[src/rtl/doodle_pkg.sv]
// Shared types and default geometry/physics constants for the doodle player-physics stage.
package doodle_pkg;

  localparam int DEF_SCREEN_W = 640;
  localparam int DEF_SCREEN_H = 480;
  localparam int DEF_DOODLE_W = 16;
  localparam int DEF_DOODLE_H = 16;
  localparam int DEF_X_START  = 312;
  localparam int DEF_Y_START  = 400;
  localparam int DEF_JUMP_VEL = 12;
  localparam int DEF_MAX_FALL = 10;
  localparam int DEF_X_STEP   = 2;

  localparam int POS_W  = 10;  // screen coordinate width
  localparam int PSUM_W = 11;  // signed intermediate for position math
  localparam int VEL_W  = 6;   // signed vertical velocity width

  typedef enum logic [1:0] {
    ST_IDLE,
    ST_RISING,
    ST_FALLING,
    ST_DEAD
  } state_e;

endpackage

[src/rtl/tick_edge.sv]
// Turns a divided clock level into a one-clk tick pulse, registered so the pulse
// lands one cycle after the level is first sampled high.
module tick_edge (
  input  logic clk,
  input  logic rst,
  input  logic level,
  output logic tick
);

  logic prev_q, prev_d;
  logic armed_q, armed_d;
  logic tick_q, tick_d;

  // armed_q suppresses a tick when the level is already high as reset releases.
  always_comb begin
    prev_d  = level;
    armed_d = 1'b1;
    tick_d  = level & ~prev_q & armed_q;
  end

  // NOTE: state flops use non-blocking assignments so every flop samples pre-edge values.
  always_ff @(posedge clk) begin
    if (rst) begin
      prev_q  <= 1'b0;
      armed_q <= 1'b0;
      tick_q  <= 1'b0;
    end else begin
      prev_q  <= prev_d;
      armed_q <= armed_d;
      tick_q  <= tick_d;
    end
  end

  assign tick = tick_q;

endmodule

[src/rtl/doodle_motion.sv]
// Doodle position/velocity/state machine driven by gravity and move ticks.
// Define DOODLE_WRAP_EN for horizontal wrap-around; otherwise x clamps to the screen.
module doodle_motion
  import doodle_pkg::*;
#(
  parameter int SCREEN_W = DEF_SCREEN_W,
  parameter int SCREEN_H = DEF_SCREEN_H,
  parameter int DOODLE_W = DEF_DOODLE_W,
  parameter int DOODLE_H = DEF_DOODLE_H,
  parameter int X_START  = DEF_X_START,
  parameter int Y_START  = DEF_Y_START,
  parameter int JUMP_VEL = DEF_JUMP_VEL,
  parameter int MAX_FALL = DEF_MAX_FALL,
  parameter int X_STEP   = DEF_X_STEP
) (
  input  logic                    clk,
  input  logic                    rst,
  input  logic                    gravity_clk,
  input  logic                    doodle_clk,
  input  logic                    btn_left,
  input  logic                    btn_right,
  input  logic                    start,
  input  logic                    on_platform,
  output logic [POS_W-1:0]        doodle_x,
  output logic [POS_W-1:0]        doodle_y,
  output logic signed [VEL_W-1:0] doodle_vel,
  output logic                    falling,
  output logic                    dead
);

  localparam logic signed [PSUM_W-1:0] Y_FLOOR  = PSUM_W'(SCREEN_H - DOODLE_H);
  localparam logic signed [PSUM_W-1:0] X_MAX    = PSUM_W'(SCREEN_W - DOODLE_W);
  localparam logic signed [PSUM_W-1:0] X_STEP_S = PSUM_W'(X_STEP);
  localparam logic signed [VEL_W:0]    VEL_HI   = (VEL_W+1)'(MAX_FALL);
  localparam logic signed [VEL_W:0]    VEL_LO   = (VEL_W+1)'(-JUMP_VEL);
  localparam logic signed [VEL_W-1:0]  VEL_JUMP = VEL_W'(-JUMP_VEL);
  localparam logic [POS_W-1:0]         X_INIT   = POS_W'(X_START);
  localparam logic [POS_W-1:0]         Y_INIT   = POS_W'(Y_START);

  logic g_tick, d_tick;

  tick_edge u_gravity_edge (
    .clk   (clk),
    .rst   (rst),
    .level (gravity_clk),
    .tick  (g_tick)
  );

  tick_edge u_doodle_edge (
    .clk   (clk),
    .rst   (rst),
    .level (doodle_clk),
    .tick  (d_tick)
  );

  state_e                  state_q, state_d;
  logic [POS_W-1:0]        x_q, x_d, y_q, y_d;
  logic signed [VEL_W-1:0] vel_q, vel_d;

  logic signed [PSUM_W-1:0] y_sum, x_sum;
  logic signed [VEL_W:0]    vel_inc;
  logic signed [VEL_W-1:0]  vel_grav;
  logic [POS_W-1:0]         y_grav, x_move;
  logic                     moving;

  // Shared arithmetic for the gravity and move updates.
  always_comb begin
    y_sum   = $signed({1'b0, y_q}) + $signed({{(PSUM_W-VEL_W){vel_q[VEL_W-1]}}, vel_q});
    vel_inc = $signed({vel_q[VEL_W-1], vel_q}) + (VEL_W+1)'(1);
    if (vel_inc > VEL_HI)      vel_grav = VEL_HI[VEL_W-1:0];
    else if (vel_inc < VEL_LO) vel_grav = VEL_LO[VEL_W-1:0];
    else                       vel_grav = vel_inc[VEL_W-1:0];
    y_grav = (y_sum < 0) ? '0 : y_sum[POS_W-1:0];

    if (btn_right) x_sum = $signed({1'b0, x_q}) + X_STEP_S;
    else           x_sum = $signed({1'b0, x_q}) - X_STEP_S;
`ifdef DOODLE_WRAP_EN
    if (x_sum >= X_MAX)  x_move = '0;
    else if (x_sum < 0)  x_move = X_MAX[POS_W-1:0];
    else                 x_move = x_sum[POS_W-1:0];
`else
    if (x_sum > X_MAX)   x_move = X_MAX[POS_W-1:0];
    else if (x_sum < 0)  x_move = '0;
    else                 x_move = x_sum[POS_W-1:0];
`endif
  end

  // NOTE: every always_comb output gets a default first so no path infers a latch.
  always_comb begin
    state_d = state_q;
    x_d     = x_q;
    y_d     = y_q;
    vel_d   = vel_q;
    moving  = (state_q == ST_RISING) || (state_q == ST_FALLING);

    unique case (state_q)
      ST_IDLE, ST_DEAD: begin
        if (start) begin
          state_d = ST_RISING;
          x_d     = X_INIT;
          y_d     = Y_INIT;
          vel_d   = VEL_JUMP;
        end
      end
      ST_RISING: begin
        if (g_tick) begin
          y_d   = y_grav;
          vel_d = vel_grav;
          if (!vel_grav[VEL_W-1]) state_d = ST_FALLING;
        end
      end
      ST_FALLING: begin
        if (g_tick) begin
          if (on_platform) begin
            // A bounce replaces the move for this tick.
            state_d = ST_RISING;
            vel_d   = VEL_JUMP;
          end else if (y_sum >= Y_FLOOR) begin
            state_d = ST_DEAD;
            y_d     = Y_FLOOR[POS_W-1:0];
            vel_d   = vel_grav;
          end else begin
            y_d   = y_grav;
            vel_d = vel_grav;
          end
        end
      end
      default: state_d = ST_IDLE;
    endcase

    if (moving && d_tick && (btn_right ^ btn_left)) x_d = x_move;
  end

  always_ff @(posedge clk) begin
    if (rst) begin
      state_q <= ST_IDLE;
      x_q     <= X_INIT;
      y_q     <= Y_INIT;
      vel_q   <= '0;
    end else begin
      state_q <= state_d;
      x_q     <= x_d;
      y_q     <= y_d;
      vel_q   <= vel_d;
    end
  end

  assign doodle_x   = x_q;
  assign doodle_y   = y_q;
  assign doodle_vel = vel_q;
  assign falling    = (state_q == ST_FALLING);
  assign dead       = (state_q == ST_DEAD);

endmodule

[config.mk]
export PLATFORM = sky130hd
export DESIGN_NAME = doodle_motion
export DESIGN_NICKNAME = d
export VERILOG_FILES = /design/src/rtl/doodle_pkg.sv /design/src/rtl/tick_edge.sv /design/src/rtl/doodle_motion.sv
export SDC_FILE = /design/constraint.sdc
export NUM_CORES = 1
export LEC_CHECK = 0
export ABC_AREA = 1
export CORE_ASPECT_RATIO = 0.7
export CORE_MARGIN = 5
export CORE_UTILIZATION = 50
export DETAILED_ROUTE_END_ITERATION = 16
export PLACE_DENSITY = 0.72
export SLEW_MARGIN = 20
export SYNTH_ARGS = -nofsm -noshare
export SYNTH_HDL_FRONTEND = slang
export SYNTH_SLANG_ARGS = --single-unit
[constraint.sdc]
create_clock -name clk -period 2.42 [get_ports clk]
set_input_delay 0.605 -clock clk [delete_from_list [all_inputs] [get_ports clk]]
set_output_delay 0.605 -clock clk [all_outputs]
set_load 0.02 [all_outputs]
# After elaboration in Yosys (flattened, before gate mapping)
# Index checks and enable logic that the tools add are counted.
# op_classes
n_addsub	4
n_lt_le_gt_ge	6
n_eq_ne	9
mux	28
n_bitwise	7
reduce_logical	11
# op_table
op	count
10-bit two-way mux	11
6-bit two-way mux	6
10-bit case mux with 3 select lines	1
11-bit by 1-bit < comparator with 1-bit output, second input constant	2
6-bit case mux with 3 select lines	1
2-bit two-way mux	6
10-bit by 2-bit adder with 11-bit output, second input constant	1
11-bit by 6-bit adder with 11-bit output	1
11-bit by 10-bit greater-or-equal comparator with 1-bit output, second input constant	1
11-bit greater-than comparator, second input constant	1
11-bit two-way mux	1
10-bit by 2-bit subtractor with 11-bit output, second input constant	1
6-bit by 2-bit adder with 7-bit output, second input constant	1
7-bit by 5-bit greater-than comparator with 1-bit output, second input constant	1
7-bit by 5-bit < comparator with 1-bit output, second input constant	1
2-bit inequality test, second input constant	3
2-bit case mux with 3 select lines	1
5-bit AND reduction	1
1-bit AND	4
2-bit == test, second input constant	2
2-bit by 1-bit inequality test with 1-bit output, second input constant	2
4-bit AND reduction	1
2-bit nonzero test	2
3-bit by 2-bit inequality test with 1-bit output, second input constant	1
10 further kinds	12
# totals
register_bits	33
inputBits	8
output_inout_bits	28
word_cells	74

# Logic depth before layout (Yosys ltp)
# depth
word_depth	7
mapped_depth	17
ltp_nobuf	17

# By module
# Synthesis repeated with hierarchy kept, for this count alone.
# unflattened
hier_cells	427
hier_area_um2	2832.7
# by_module_without_submodules
module	n_inst	cells_each	area_per_inst_um2	seq_area_each_um2
doodle_motion	1	409	2657.5	540.5
tick_edge	2	9	87.6	60.1

# Least setup slack after synthesis
# Ideal clock, no wire load.
# synth_timing
path_kind	register to register
from	register vel_q[0] (netlist: doodle_vel[0])
to	register state_q[1]
setup_ns	0.115
t_arrival_ns	2.156
t_required_ns	2.305
slack_ns	0.149
stages_incl_launch_ff	18
path_buffers	0
period_less_slack_ns	2.271
cell_sequence	dfxtp_1 > ha_1 > inv_1 > fa_1 > inv_1 > nand3_1 > nand2_1 > nand2_1 > nand2_1 > nand2_1 > nand2_1 > inv_1 > nor2_1 > nand2_1 > nand3_2 > nand3_1 > nand2_1 > nor2_1
# synth_via
elab_chain_len	6
elab_cells_between_ends	10
classes_between	add/sub (2); order compare (3); eq/ne (2); mux (2); reduce/logical (1)
# synth_lines
element	line_no	source
start: declaration	doodle_motion.sv:58	logic signed [VEL_W-1:0] vel_q, vel_d;
start signal: assignment	doodle_motion.sv:144	vel_q <= vel_d;
branches (longest 5 deep; another with 11-bit by 6-bit adder with 11-bit output)	n/a	
5-bit AND reduction (no line) *	n/a	
end signal: assignment	doodle_motion.sv:141	state_q <= state_d;
end: declaration	doodle_motion.sv:56	state_e state_q, state_d;
# Every way passes the cells marked *.
# A chain may end at the register's enable or synchronous reset.

# Final worst setup path
# layout_timing
from	input port btn_right
to	register x_q[3] (netlist: doodle_x[3])
# layout_via
elab_chain_len	5
elab_cells_between_ends	11
classes_between	order compare (2); mux (4); bitwise (1); reduce/logical (4)
# layout_lines
element	line_no	source
start: declaration	doodle_motion.sv:21	input logic btn_right,
11-bit two-way mux	doodle_motion.sv:75	if (btn_right) x_sum = $signed({1'b0, x_q}) + X_STEP_S;
11-bit by 1-bit < comparator with 1-bit output	doodle_motion.sv:83	else if (x_sum < 0) x_move = '0;
10-bit two-way mux	doodle_motion.sv:83	
10-bit two-way mux	doodle_motion.sv:82	if (x_sum > X_MAX) x_move = X_MAX[POS_W-1:0];
10-bit two-way mux	doodle_motion.sv:131	if (moving && d_tick && (btn_right ^ btn_left)) x_d = x_move;
end signal: assignment	doodle_motion.sv:137	x_q <= X_INIT;
end signal: assignment	doodle_motion.sv:142	x_q <= x_d;
end: declaration	doodle_motion.sv:57	logic [POS_W-1:0] x_q, x_d, y_q, y_d;
# Several ways; a longest one is shown, not always the timed one.

==> flow_metrics.py <==
metrics = {
    "status": {
        "status": "finished, final reports clean",
    },
    "logic_synthesis": {
        "syn-num-nets": 464,
        "synth-seq-cells": 32,
        "netlist_area_um2": 2730,
        "syn_inst": 430,
        "ys_types": 38,
        "syn_area_per_cell_um2": 6.34,
        "ys_seq_area_share_pct": 23.5,
        "ys_warn_count": 0,
    },
    "setup_path": {
        "crit_required_ns": 2.59,
        "cp-start-kind": "primary input",
        "r2r-start": "doodle_vel[5]$_SDFFE_PP0P_",
        "crit_start": "btn_right",
        "r2r_cells": 12,
        "cp-end-kind": "flip-flop",
        "path_class": "in -> reg",
        "rrSetupSlack_ns": 0.21,
        "cp_max_fo": 9,
        "arrival_ns": 2.46,
        "r2r_end": "doodle_y[5]$_SDFFE_PP0P_",
    },
    "clocking": {
        "clk_latency_ns": 0.29,
        "cts_tree": "done",
        "clkTransAtPathRegs_ns": 0.06,
        "cts_root_buf": "clkbuf_8",
        "clock-sinks": 32,
        "cts_buffers": 5,
        "ctsHoldBuffers": 0,
        "htree_levels": 2,
        "cts_buffer_depth": 2,
    },
    "timing": {
        "fin_crit_sh_pct": 94.8,
        "rsz0062_at_grt": "false",
        "period_minus_slack_ns": 2.29,
        "drv_slew": 0,
        "clock.fmax_mhz": 436,
        "final_hold_viol_count": 0,
        "fin_worst_skew_ns": 0.00771,
        "setup_viol": 0,
        "final.setup.tns_ns": 0,
    },
    "global_route": {
        "grt_use_total_pct": 22.1,
        "grt_antenna_before_repair": 0,
        "grt_max_degree": 13,
        "grt_pass1_vias": 2722,
        "grt_pass1_wl_mm": 12.9,
        "grt_overflow_total": 0,
    },
    "floorplan": {
        "start_util_pct": 51.9,
        "die_area_um2": 7050,
        "die_w_um": 98.3,
        "core_area_um2": 5260,
        "rows": 22,
        "io_pins": 36,
        "die_h_um": 71.8,
    },
    "pwr": {
        "internal-power_w": 0.00184,
        "p_sw_w": 0.00178,
        "power.total_w": 0.00362,
        "combinationalPowerShare_pct": 65.7,
        "power_density_nw_per_um2": 1030,
        "switching_share_pct": 49.1,
        "seq_power_share_pct": 19.9,
        "p_leak_nw": 1.71,
        "vdd_ir_drop_max_uv": 490,
        "p_clk_share_pct": 14.4,
    },
    "min_path": {
        "hold-path-cell-count": 1,
        "hold_path.class": "reg -> reg",
        "min_to": "u_gravity_edge.tick$_SDFF_PP0_",
        "hp-start": "u_gravity_edge.prev_q$_SDFF_PP0_",
    },
    "place": {
        "port-buffer-count": 34,
        "post-dp-hpwl_mm": 5.89,
        "place_area_um2": 3350,
        "place.gp.congestion": 0.889,
    },
    "layout": {
        "antennaDiodeCount": 0,
        "layout_commonest_cell": "nand2_1",
        "postLayoutCellArea_um2": 3530,
        "layout_common_cells": "115 x nand2_1, 55 x inv_1, 43 x nand3_1",
        "drive_gt1_share_pct": 18.0,
        "fin_nets": 532,
        "syn2layout_area_growth_pct": 29.6,
    },
    "drt": {
        "antenna_left": 0,
        "vias": 2956,
        "drc": 0,
        "drt_wl_total_mm": 7.41,
        "via_per_inst": 5.18,
        "wl_per_cell_um": 13.0,
        "dr.pass1.iters": 5,
        "drt_iter0_drc": 241,
    },
    "flow_run": {
        "cap_violations": 0,
    },
}
==> layer usage <==
metal	routed length [um]	track usage, %	up-vias
met4	51	3.48	0
li1	-	-	1525
met5	0	0	-
met3	501	3.79	7
met2	2870	31.7	95
met1	3990	34.7	1329
==> final cells by class <==
type	instances	area, um2
multi-input combinational	324	1840
fill	482	1730
sequential	32	642
timing repair buffer	67	588
inverter	68	260
tap	72	90.1
clock buffer	6	72.6
clock inverter	2	35.0
==> registers in the layout, summed over array words and instances (netlist names) <==
name                    cells
doodle_vel                  6
u_doodle_edge.tick          1
doodle_y                   10
state_q                     2
u_gravity_edge.armed_q      1
u_gravity_edge.prev_q       1
u_gravity_edge.tick         1
doodle_x                    9
u_doodle_edge.prev_q        1
==> cells in the mapped netlist, drive strengths merged <==
master | n | area [um2]
a21oi | 33 | 176
a31o | 1 | 8.76
a31oi | 1 | 6.26
and3 | 1 | 6.26
buf | 4 | 22.5
clkbuf | 2 | 7.51
clkinv | 1 | 3.75
conb | 1 | 3.75
dfxtp | 32 | 641
fa | 2 | 40.0
ha | 24 | 300
inv | 67 | 254
nand2 | 127 | 509
nand3 | 49 | 265
nand3b | 1 | 7.51
nand4 | 10 | 68.8
nor2 | 41 | 169
nor3 | 1 | 5.00
nor4 | 2 | 12.5
o21a | 1 | 7.51
o21ai | 14 | 73.8
o21bai | 4 | 30.0
o22ai | 1 | 12.5
xnor2 | 2 | 17.5
xor2 | 8 | 77.6
==> power groups by stage <==
stage	Clock [W]	Sequential [W]	Combinational [W]
floorplan	0	0.000812	0.00147
global placement	0	0.000731	0.00225
detailed placement	0	0.000732	0.00228
CTS	0.000527	0.000723	0.00231
global route	0.000548	0.000739	0.00266
finish	0.000520	0.000722	0.00238
==> per-stage QoR <==
step,utilization [%],setup WS (ns),instances,hold WS (ns)
2_1_floorplan,-,0.149,430,0.373
5_1_grt,67.2,0.00181,571,0.410
3_3_place_gp,63.8,-0.511,560,0.379
4_1_cts,66.2,0.132,568,0.395
3_5_place_dp,63.8,-0.559,560,0.385
6_report,67.2,0.127,571,0.392
==> repair_timing <==
item                                    CTS  global route
gates cloned                              0             0
resized for setup                        10             9
pin swaps                                 1             8
endpoints found under the setup margin    9            16
setup buffers                             0             3
==> cells by family after synthesis <==
logic type / share of synthesized area (%)
adders and majority gates: 12.5
other: 0.138
DFF: 23.5
AOI/OAI and AO/OA: 11.6
buffers and inverters: 10.6
and+or+nand+nor: 38.3
xor gates and xnor gates: 3.49
==> critical path, stage by stage <==
cell	delay, ns
clkdlybuf4s15_1	0.21
inv_4	0.14
ha_2	0.33
a21oi_2	0.19
nand2_2	0.10
a21oi_1	0.17
xor2_1	0.24
nand2_1	0.10
nand3_2	0.09
nand2_4	0.08
nand2_1	0.06
nand2_1	0.04
nand2_1	0.05
nand3_1	0.06
==> worst max path at each step <==
stage | depth (start not counted) | slack, ns | endpoint
2_1_floorplan | 17 | 0.15 | state_q[1]$_SDFFE_PP0P_
6_report | 14 | 0.13 | doodle_x[3]$_SDFFE_PP1P_
5_1_grt | 14 | 0.002 | doodle_x[3]$_SDFFE_PP1P_
4_1_cts | 14 | 0.13 | doodle_x[3]$_SDFFE_PP1P_
3_3_place_gp | 14 | -0.51 | doodle_x[3]$_SDFFE_PP1P_
3_5_place_dp | 14 | -0.56 | doodle_x[3]$_SDFFE_PP1P_
Power figures use the tool's default switching activity.
